**src/rtl/regfile_ar.sv**
```systemverilog
// 32 x WIDTH register file: two combinational read ports, one clocked write port,
// asynchronous active-high reset. r0 is hardwired to zero.
module regfile_ar #(
  parameter int WIDTH = 32,
  parameter int NREGS = 32
) (
  input  logic             Clk,
  input  logic             Reset,
  output logic [WIDTH-1:0] ReadData1,
  output logic [WIDTH-1:0] ReadData2,
  input  logic [WIDTH-1:0] WriteData,
  input  logic [4:0]       ReadRegister1,
  input  logic [4:0]       ReadRegister2,
  input  logic [4:0]       WriteRegister,
  input  logic             RegWrite
);

  if (NREGS != 32) begin : g_bad_nregs
    $error("regfile_ar: NREGS must be 32 to match the 5-bit address ports");
  end

  logic [NREGS-1:0] write_en;
  logic [WIDTH-1:0] regs_d [NREGS];
  logic [WIDTH-1:0] regs_q [NREGS];

  // One-hot write decoder; bit 0 never asserts so r0 stays zero.
  always_comb begin
    write_en = '0;
    for (int i = 1; i < NREGS; i++) begin
      write_en[i] = RegWrite && (WriteRegister == 5'(i));
    end
  end

  always_comb begin
    for (int i = 0; i < NREGS; i++) begin
      regs_d[i] = regs_q[i];
      if (write_en[i]) begin
        regs_d[i] = WriteData;
      end
    end
    regs_d[0] = '0;
  end

  always_ff @(posedge Clk or posedge Reset) begin
    if (Reset) begin
      for (int i = 0; i < NREGS; i++) begin
        regs_q[i] <= '0;
      end
    end else begin
      for (int i = 0; i < NREGS; i++) begin
        regs_q[i] <= regs_d[i];
      end
    end
  end

  // Reads see stored state only: a same-address write shows up after the edge.
  assign ReadData1 = regs_q[ReadRegister1];
  assign ReadData2 = regs_q[ReadRegister2];

endmodule

```
**config.mk**
```make
export PLATFORM = sky130hd
export DESIGN_NAME = regfile_ar
export DESIGN_NICKNAME = d
export VERILOG_FILES = /design/src/rtl/regfile_ar.sv
export SDC_FILE = /design/constraint.sdc
export NUM_CORES = 2
export LEC_CHECK = 0
export CORE_ASPECT_RATIO = 1.25
export CORE_UTILIZATION = 30
export DETAILED_ROUTE_END_ITERATION = 12
export PLACE_DENSITY = 0.55
export SLEW_MARGIN = 20
export SYNTH_ARGS = -nofsm -noshare
export SYNTH_HDL_FRONTEND = slang
export SYNTH_SLANG_ARGS = --single-unit
```
**constraint.sdc**
```tcl
create_clock -name Clk -period 36.1 [get_ports Clk]
set_clock_uncertainty 0.1 [all_clocks]
set_input_delay 5.415 -clock Clk [delete_from_list [all_inputs] [get_ports Clk]]
set_output_delay 5.415 -clock Clk [all_outputs]
set_load 0.03 [all_outputs]
```
==> results.tsv <==
metric	value	unit
gr-total-overflow	0	
netlist_instances	3636	
cts.sinks	992	
holdWs	416	ps
final_common_cell	mux2_2	
top_regs	regs_q: 992 flops	
clk_latency	730	ps
io_pins	114	
required	30590	ps
yosysSeqAreaShare	46.7	%
ir_drop	0.0436	mV
dpl_worst_slack	20150	ps
timing.slew.headroom	18.4	%
post_cts_buffers	0	
htreeDepth	3	
crit_path_start_kind	primary input	
antenna_found_initial	10	
area_growth	12.6	%
place_inst	5774	
yosysTopAreaCellShare	46.7	%
cts_resized	0	
ys_ff_latch	992	
start_util	30.2	%
die-height	473	um
cts_made_buffers	106	
p_leak	25.4	nW
fillers	17100	
final_nets	3583	
top_register	regs_q	
syn_avg_cell_area	14.6	um2
core_area	176000	um2
drc	0	
final_cell_count_no_fill	5975	
cts_tree	built	
min-delay-path-class	reg -> reg	
synth_fp_nets	3686	
synth_edf_count	0	
synth.largest_area_cell	dfrtp_1	
powerDensity	56.3	nW/um2
totalWireLength	176	mm
async_reset_ff_share	100	%
largest_register_ffs	992	
ant_nets	0	
vias_per_cell	5.72	
r2r_setup_slack	35180	ps
fin_ws	20290	ps
die_area	179000	um2
place_hpwl	101	mm
drtIter0Drc	2494	
finalSetupViolCount	0	
cts_hold_repair.buffers	0	
synth_cell_type_count	30	
finalCritPeriodShare	43.8	%
yosys_warnings	0	
worst_slew_pin_slew	1220	ps
crit_fanout	52	
drv_slew	0	
period_needed	15810	ps
grt_pass1_wl	258	mm
status	completed	
vias	34100	
setup.worst_path.end_class	output port	
wire_per_inst	29.4	um
fmax	0.0633	GHz
synth.area.top_cells	dfrtp_1, mux2_2, mux4_2, a22o_1, mux2i_1	
clockBufferDepth	3	
fp.dieW	379	um
design_area	59900	um2
rsz0062_at_grt	false	
cts_root_buffer	clkbuf_16	
layout-drive-gt1-share	48.3	%
grt_usage	19.7	%
tns	0	ps
place.gp.congestion	0.778	
worstSetupPathType	in -> out	
dr.pass1.iters	5	
port_buffers	113	
drv_cap	0	
hold_violations	0	
rows	172	
mostFrequentLayoutCells	mux2_2, dfrtp_1, mux4_2, a22o_1, mux2i_1	
worst_ep_arrival_time	10290	ps
grt_pass1_vias	35600	
post_dp_cell_area	56300	um2
synthesis.area	53200	um2
clk_pin_slew	60	ps
grt_start_max_net_pins	116	
synth_ff_type	dfrtp_1	
[report_power, final]
group	internal [mW]	switching, mW
logic	0.412	0.293
registers	1.33	0.162
clock network	0.687	0.486
total	2.43	0.941
[per-stage QoR]
stage | utilization (%) | power [mW]
after CTS | 34.1 | 3.40
after global routing | 34.0 | 3.52
final | 34.1 | 3.37
after global placement | 32.0 | 2.20
after floorplan | - | 2.02
after detailed placement | 32.0 | 2.22
[logic make-up (layout without fill, tap and decap cells)]
kind of cell,after synthesis,in the layout,synth area share [%]
and+or+nand+nor,189,189,1.81
DFF,992,992,46.7
AOI/OAI and AO/OA,448,448,6.32
buffers and inverters,407,393,3.54
other,0,4,0
muxes,1600,1600,41.6
[path summary, 6_finish.rpt]
kind | startpoint | endpoint | cells after the start
max | ReadRegister2[0] | ReadData2[16] | 9
min reg2reg | regs_q[96] | regs_q[96] | 1
min in group asynchronous | Reset | regs_q[573] | 2
min | regs_q[96] | regs_q[96] | 1
max in group asynchronous | Reset | regs_q[256] | 5
max reg2reg | regs_q[353] | regs_q[353] | 1
[per-layer routing]
metal / track usage, % / vias to the layer above / wire, um
met1: 27.0 / 18700 / 75400
met4: 6.79 / 8 / 5590
li1: - / 13900 / -
met3: 3.59 / 301 / 11700
met5: 0 / - / 48
met2: 31.1 / 1251 / 82800
[cells in the mapped netlist, types with 15 or more instances]
cell type / instances
mux2_1: 23
o31ai_1: 64
clkbuf_1: 203
mux2i_1: 160
nand2_1: 79
dfrtp_1: 992
mux4_2: 384
mux2_2: 1033
buf_2: 159
o22ai_1: 64
and3_1: 32
a22o_1: 192
nor2_1: 15
o21ai_1: 64
a211oi_1: 64
and2_1: 34
[cell type report]
| type | count | area (um2) | area share (%) |
|---|---|---|---|
| clock inverters | 42 | 597 | 0.997 |
| flip-flops and latches | 992 | 24800 | 41.5 |
| well taps | 2349 | 2940 | 4.91 |
| diodes | 4 | 10.0 | 0.0167 |
| repair buffers | 193 | 1680 | 2.81 |
| multi-input cells | 2237 | 26700 | 44.6 |
| clock buffers | 155 | 3090 | 5.16 |
| inverters | 3 | 21.3 | 0.0355 |
[critical path: stages]
cell             delay [ps]
buf_8                   450
buf_4                   780
buf_4                   860
buf_4                   820
mux4_2                  600
a22o_1                  250
o21ai_1                 200
o31ai_1                 160
clkdlybuf4s50_1         650
No activity file was read; power rests on OpenSTA's default activity.
